<file path="config.mk">
export PLATFORM = sky130hd
export DESIGN_NAME = iter_divider
export DESIGN_NICKNAME = d
export VERILOG_FILES = /design/src/rtl/iter_divider.sv
export SDC_FILE = /design/constraint.sdc
export NUM_CORES = 1
export LEC_CHECK = 0
export CORE_MARGIN = 4
export CORE_UTILIZATION = 40
export CTS_CLUSTER_DIAMETER = 30
export DETAILED_ROUTE_END_ITERATION = 10
export DONT_BUFFER_PORTS = 1
export SLEW_MARGIN = 20
export SYNTH_ARGS = -nofsm -noshare
export SYNTH_HDL_FRONTEND = slang
export SYNTH_SLANG_ARGS = --single-unit
</file>
<file path="constraint.sdc">
create_clock -name clk -period 4.79 [get_ports clk]
set_input_delay 0.2395 -clock clk [delete_from_list [all_inputs] [get_ports clk]]
set_output_delay 0.2395 -clock clk [all_outputs]
set_load 0.1 [all_outputs]
</file>
<file path="src/rtl/iter_divider.sv">
// rtl/iter_divider.sv - multi-cycle radix-2 restoring integer divider (signed/unsigned)
//
// Purpose: computes quotient and remainder of in_dividend / in_divisor, one
// restoring step per clock, MSB first. Division truncates toward zero and the
// remainder takes the dividend's sign. Divide-by-zero gives quotient all-ones
// and remainder equal to the raw dividend, flagged by out_dbz.
//
// Optional feature macro: DIV_EARLY_OUT_EN
//   When defined, an op whose |dividend| < |divisor| (divisor nonzero) skips
//   the iteration phase; the result is valid two edges after accept.
//
// Ports:
//   clk, resetn          clock, asynchronous active-low reset
//   flush                cancel the in-flight op and any pending result
//   in_valid/in_ready    request handshake; in_ready is low during flush
//   in_signed            1 = signed operands, 0 = unsigned
//   in_dividend          dividend (WIDTH)
//   in_divisor           divisor (WIDTH)
//   in_tag               sideband tag carried to out_tag (TAG_W)
//   out_valid/out_ready  result handshake; outputs held while out_ready is low
//   out_quot, out_rem    quotient and remainder (WIDTH)
//   out_tag              tag of the result
//   out_dbz              divisor was zero
//   busy                 unit is not idle

module iter_divider #(
    parameter int WIDTH = 32,
    parameter int TAG_W = 5
) (
    input  logic             clk,
    input  logic             resetn,
    input  logic             flush,
    input  logic             in_valid,
    output logic             in_ready,
    input  logic             in_signed,
    input  logic [WIDTH-1:0] in_dividend,
    input  logic [WIDTH-1:0] in_divisor,
    input  logic [TAG_W-1:0] in_tag,
    output logic             out_valid,
    input  logic             out_ready,
    output logic [WIDTH-1:0] out_quot,
    output logic [WIDTH-1:0] out_rem,
    output logic [TAG_W-1:0] out_tag,
    output logic             out_dbz,
    output logic             busy
);

    localparam int CW = (WIDTH > 1) ? $clog2(WIDTH) : 1;
    localparam logic [CW-1:0] LAST = CW'(WIDTH - 1);

    typedef enum logic [1:0] {
        IDLE = 2'd0,
        CALC = 2'd1,
        FIX  = 2'd2,
        DONE = 2'd3
    } state_t;

    state_t           state;
    logic [CW-1:0]    cnt;
    // a_r starts as the dividend magnitude; quotient bits shift in at the LSB
    // as dividend bits shift out at the MSB, so it ends holding the quotient.
    logic [WIDTH-1:0] a_r;
    logic [WIDTH-1:0] b_r;
    logic [WIDTH-1:0] rem_r;
    logic [WIDTH-1:0] raw_r;
    logic [TAG_W-1:0] tag_r;
    logic             qs_r;
    logic             rs_r;
    logic             dbz_r;

    logic             sa;
    logic             sb;
    logic [WIDTH-1:0] mag_a;
    logic [WIDTH-1:0] mag_b;
    logic [WIDTH:0]   shifted;
    logic [WIDTH:0]   diff;
    logic             ge;
    logic [WIDTH-1:0] fix_q;
    logic [WIDTH-1:0] fix_r;
    logic             fix_go;

`ifdef DIV_EARLY_OUT_EN
    logic             early;
    // Holds FIX for one extra cycle on the early-out path so the operand
    // latch and the result register stay in separate cycles.
    logic             early_hold;
`endif

    assign in_ready = (state == IDLE) & ~flush;
    assign busy     = (state != IDLE);

    always_comb begin
        sa    = in_signed & in_dividend[WIDTH-1];
        sb    = in_signed & in_divisor[WIDTH-1];
        // Negating MIN yields MIN, which read unsigned is exactly 2^(WIDTH-1).
        mag_a = sa ? (-in_dividend) : in_dividend;
        mag_b = sb ? (-in_divisor) : in_divisor;

        // Partial remainder is always < divisor, so after the shift it is
        // < 2*divisor and the difference fits in WIDTH bits when no borrow.
        shifted = {rem_r, a_r[WIDTH-1]};
        diff    = shifted - {1'b0, b_r};
        ge      = ~diff[WIDTH];

        fix_q = qs_r ? (-a_r) : a_r;
        fix_r = rs_r ? (-rem_r) : rem_r;
        if (dbz_r) begin
            fix_q = '1;
            fix_r = raw_r;
        end

`ifdef DIV_EARLY_OUT_EN
        early  = (in_divisor != '0) && (mag_a < mag_b);
        fix_go = ~early_hold;
`else
        fix_go = 1'b1;
`endif
    end

    always_ff @(posedge clk or negedge resetn) begin
        if (!resetn) begin
            state     <= IDLE;
            cnt       <= '0;
            a_r       <= '0;
            b_r       <= '0;
            rem_r     <= '0;
            raw_r     <= '0;
            tag_r     <= '0;
            qs_r      <= 1'b0;
            rs_r      <= 1'b0;
            dbz_r     <= 1'b0;
            out_valid <= 1'b0;
            out_quot  <= '0;
            out_rem   <= '0;
            out_tag   <= '0;
            out_dbz   <= 1'b0;
`ifdef DIV_EARLY_OUT_EN
            early_hold <= 1'b0;
`endif
        end else if (flush) begin
            // Result registers keep stale data; only the valid/dbz flags drop.
            state     <= IDLE;
            out_valid <= 1'b0;
            out_dbz   <= 1'b0;
`ifdef DIV_EARLY_OUT_EN
            early_hold <= 1'b0;
`endif
        end else begin
            case (state)
                IDLE: begin
                    if (in_valid) begin
                        a_r   <= mag_a;
                        b_r   <= mag_b;
                        rem_r <= '0;
                        cnt   <= '0;
                        raw_r <= in_dividend;
                        tag_r <= in_tag;
                        qs_r  <= sa ^ sb;
                        rs_r  <= sa;
                        dbz_r <= (in_divisor == '0);
                        state <= CALC;
`ifdef DIV_EARLY_OUT_EN
                        // Quotient 0 and remainder |dividend|; re-applying the
                        // dividend sign in FIX restores the raw dividend.
                        if (early) begin
                            a_r        <= '0;
                            rem_r      <= mag_a;
                            early_hold <= 1'b1;
                            state      <= FIX;
                        end
`endif
                    end
                end
                CALC: begin
                    rem_r <= ge ? diff[WIDTH-1:0] : shifted[WIDTH-1:0];
                    a_r   <= {a_r[WIDTH-2:0], ge};
                    cnt   <= cnt + 1'b1;
                    if (cnt == LAST) begin
                        state <= FIX;
                    end
                end
                FIX: begin
`ifdef DIV_EARLY_OUT_EN
                    early_hold <= 1'b0;
`endif
                    if (fix_go) begin
                        out_quot  <= fix_q;
                        out_rem   <= fix_r;
                        out_tag   <= tag_r;
                        out_dbz   <= dbz_r;
                        out_valid <= 1'b1;
                        state     <= DONE;
                    end
                end
                DONE: begin
                    if (out_ready) begin
                        out_valid <= 1'b0;
                        state     <= IDLE;
                    end
                end
                default: state <= IDLE;
            endcase
        end
    end

endmodule

</file>
==> summary.md <==
| Metric | Value |
|---|---|
| Status | `complete, but fails checks` |
| Failing checks | `negative hold slack` |
| Share of cells above drive strength 1 | `9.79%` |
| Sequential area share after synthesis | `between 40% and 50%` |
| Yosys Warn Count | `0` |
| CP top delay family | `compound AO/OA/AOI/OAI gates` |
| Vias in the first global route | `roughly 11000` |
| Least-Margin Pin Slew | `1.16 ns` |
| Initial DRC Count | `921` |
| Clk slew on worst S/H paths | `around 0.050 ns` |
| Root cell of the clock tree | `clkbuf_16` |
| Crit end category | `flop` |
| Routability Congestion | `0.864` |
| Final period utilization | `74.1%` |
| Relative slew slack | `~23%` |
| Commonest non-fill, non-tap cells in the layout | `dfrtp_1 (213), nand2_1 (193), o21ai_0 (153), a21oi_1 (129), nor2_1 (126)` |
| Slew Limit Fails | `0` |
| CP most frequent cell | `o21ai_0` |
| Largest net degree at the start of global routing | `215` |
| WS Path Type | `reg2reg` |
| Worst-Skew Late Latency | `0.55 ns` |
| Setup Viol. Count Final | `0` |
| Syn Nets | `1603` |
| Maximum capacitance violations | `0` |
| Mapped Cells | `1485` |
| Post-layout minimum cycle time | `3.55 ns` |
| Critical Path Start Type | `flop` |
| Clock skew | `0.0241 ns` |
| Initial antenna violation count | `0` |
| Cell breakdown of the critical path | `inv_1 -> ha_1 -> fa_1 -> nand2b_1 -> a21o_1 -> a211oi_1 -> o21ai_0 -> nand2_1 -> o21ai_0 -> xnor2_2 -> buf_12 -> mux2i_1 -> o21ai_0` |
| Top Ports | `148` |
| CTS tree | `done` |
| TNS Setup | `0 ns` |
| Hold Crit Class | `in2async` |
| Die area | `35400 um2` |
| Port Buffers | `0` |
| DRC | `0` |
| H-tree depth | `2` |
| Vias | `10900` |
| Iteration count of the initial detailed-routing pass | `5` |
| Hold Fails Final Rpt | `between 200 and 250` |
| Crit path DAT | `roughly 4 ns` |
| Remaining Overflow, GRT | `0` |
| Primary FF master, synth | `dfrtp_1` |
| Area share of the largest cell type after synthesis | `41.2%` |
| Fmax | `282 MHz` |
| Antenna Cells | `0` |
| Critical path's slowest cell | `a211oi_1` |
| Detailed placement HPWL | `24800 um` |
| Synth Cell Area | `13000 um2` |
| CTS sink cnt | `roughly 210` |
| Core Rows | `65` |
| Area contributors post-synth | `dfrtp_1 (41%), o21ai_0 (5.9%), xor2_1 (5.8%)` |
| Vias/cell | `5.40` |
| Overall routing resource usage | `~20%` |
| Routed Antenna Nets | `0` |
| Yosys cell types | `56` |
| Flops & latches, synth | `~210` |
| Final Util | `between 40% and 50%` |
| Die W | `188 um` |
| DP Area | `13400 um2` |
| Crit Path Max Fanout | `32` |
| Leak | `just under 7 nW` |
| Area grow syn2layout | `21.3%` |
| Post-CTS Hold Fix Bufs | `75` |
| Placed instance count | `1853` |
| Synth async-reset ratio | `100%` |
| Total CTS buffers | `49` |
| Die height | `between 150 and 200 um` |
| DR WL/cell | `18.1 um` |
| CP peak stage delay | `0.47 ns` |
| Unrepaired setup endpoints after global routing | `false` |
| Post-route cell area | `15800 um2` |
| Max rail drop VDD | `0.369 mV` |
| Layout net count | `between 1500 and 2000` |
| Worst slack, placed | `1.21 ns` |
| Overall Power | `~13 mW` |
| Post-route insts no fill | `around 2000` |
| Core area | `31800 um2` |
| Initial Util | `slightly above 40%` |
| Syn Area/Cell | `8.75 um2` |
| Post-synth EDFFs | `0` |
| Yosys top cell by area | `dfrtp_1` |
| Final hold slack | `-0.610 ns` |
| PD cells | `811 nW/um2` |
| Worst EP required | `~5.2 ns` |
| Commonest non-fill, non-tap cell in the layout | `dfrtp_1` |
| Clock Path Buffers | `3` |
| Final wirelength | `36500 um` |
| First-pass GRT wire length | `about 58000 um` |
| Final Worst Setup Slack | `1.24 ns` |
| Buf/Inv on CP | `2` |
## power by group
group / leakage (nW) / switching (mW) / internal [mW] / total [mW]
logic: 3.39 / 2.48 / 1.88 / 4.37
clock network: 0.786 / 1.15 / 2.08 / 3.22
registers: 2.68 / 2.67 / 2.53 / 5.19
## layout make-up
cell class	instances	area (um2)
Tap cell	435	544
Multi-Input combinational cell	1137	7170
Fill cell	2939	16000
Timing Repair Buffer	86	850
Clock inverter	36	349
Inverter	56	210
Sequential cell	214	5360
Clock buffer	54	1280
## Yosys cell counts (9+ instances only)
master and count:
o22ai_1 19, nor3_1 22, o31ai_1 29, nand2_1 194, ha_1 42, dfrtp_1 214
o41ai_1 9, and3_1 13, mux2_2 33, a21o_1 21, mux2i_1 46, nand2b_1 11
a31oi_1 11, xnor2_1 64, xor2_1 86, nand4_1 10, a21oi_1 129, inv_1 56
nor2_1 129, or4_1 9, o21ai_0 153, nand3_1 15, clkbuf_1 69, nor4_1 9
## final timing paths
check | cells past startpoint | start | end | slack, ns
max | 13 | a_r[31] | rem_r[11] | 1.24
min | 0 | resetn | tag_r[1] | -0.61
max reg2reg | 13 | a_r[31] | rem_r[11] | 1.24
min reg2reg | 2 | tag_r[4] | out_tag[4] | 0.46
max in group asynchronous | 0 | resetn | rem_r[7] | 5.14
min in group clk | 3 | in_dividend[11] | a_r[14] | 0.02
## repair_timing
action,4_1_cts,5_1_grt
gates resized for setup,0,0
setup buffers,0,0
endpoints found under the hold margin,322,214
## routing by layer
| layer | GRT usage [%] | routed length (um) | up-vias |
|---|---|---|---|
| li1 | - | - | 5335 |
| met2 | 31.6 | 16400 | 318 |
| met3 | 4.74 | 2690 | 65 |
| met4 | 6.21 | 971 | 0 |
| met1 | 27.4 | 16500 | 5185 |
| met5 | 0 | 0 | - |
## kinds of logic after synthesis
kind of cell             synth area share [%]
AND/OR/NAND/NOR                          15.5
AO/OA/AOI/OAI                            18.7
flip-flops                               41.2
XOR/XNOR                                 10.1
buffers and inverters                    3.90
multiplexers                             6.40
adder cells (fa/ha/maj)                  4.20
## state kept, by name, summed over array words and instances, names as in the netlist, 2 cells and up
signal	cells
a_r	32
b_r	32
out_quot	32
out_rem	32
raw_r	32
rem_r	32
cnt	5
out_tag	5
tag_r	5
state	2
Note: power is estimated with default switching activity, not from simulation.
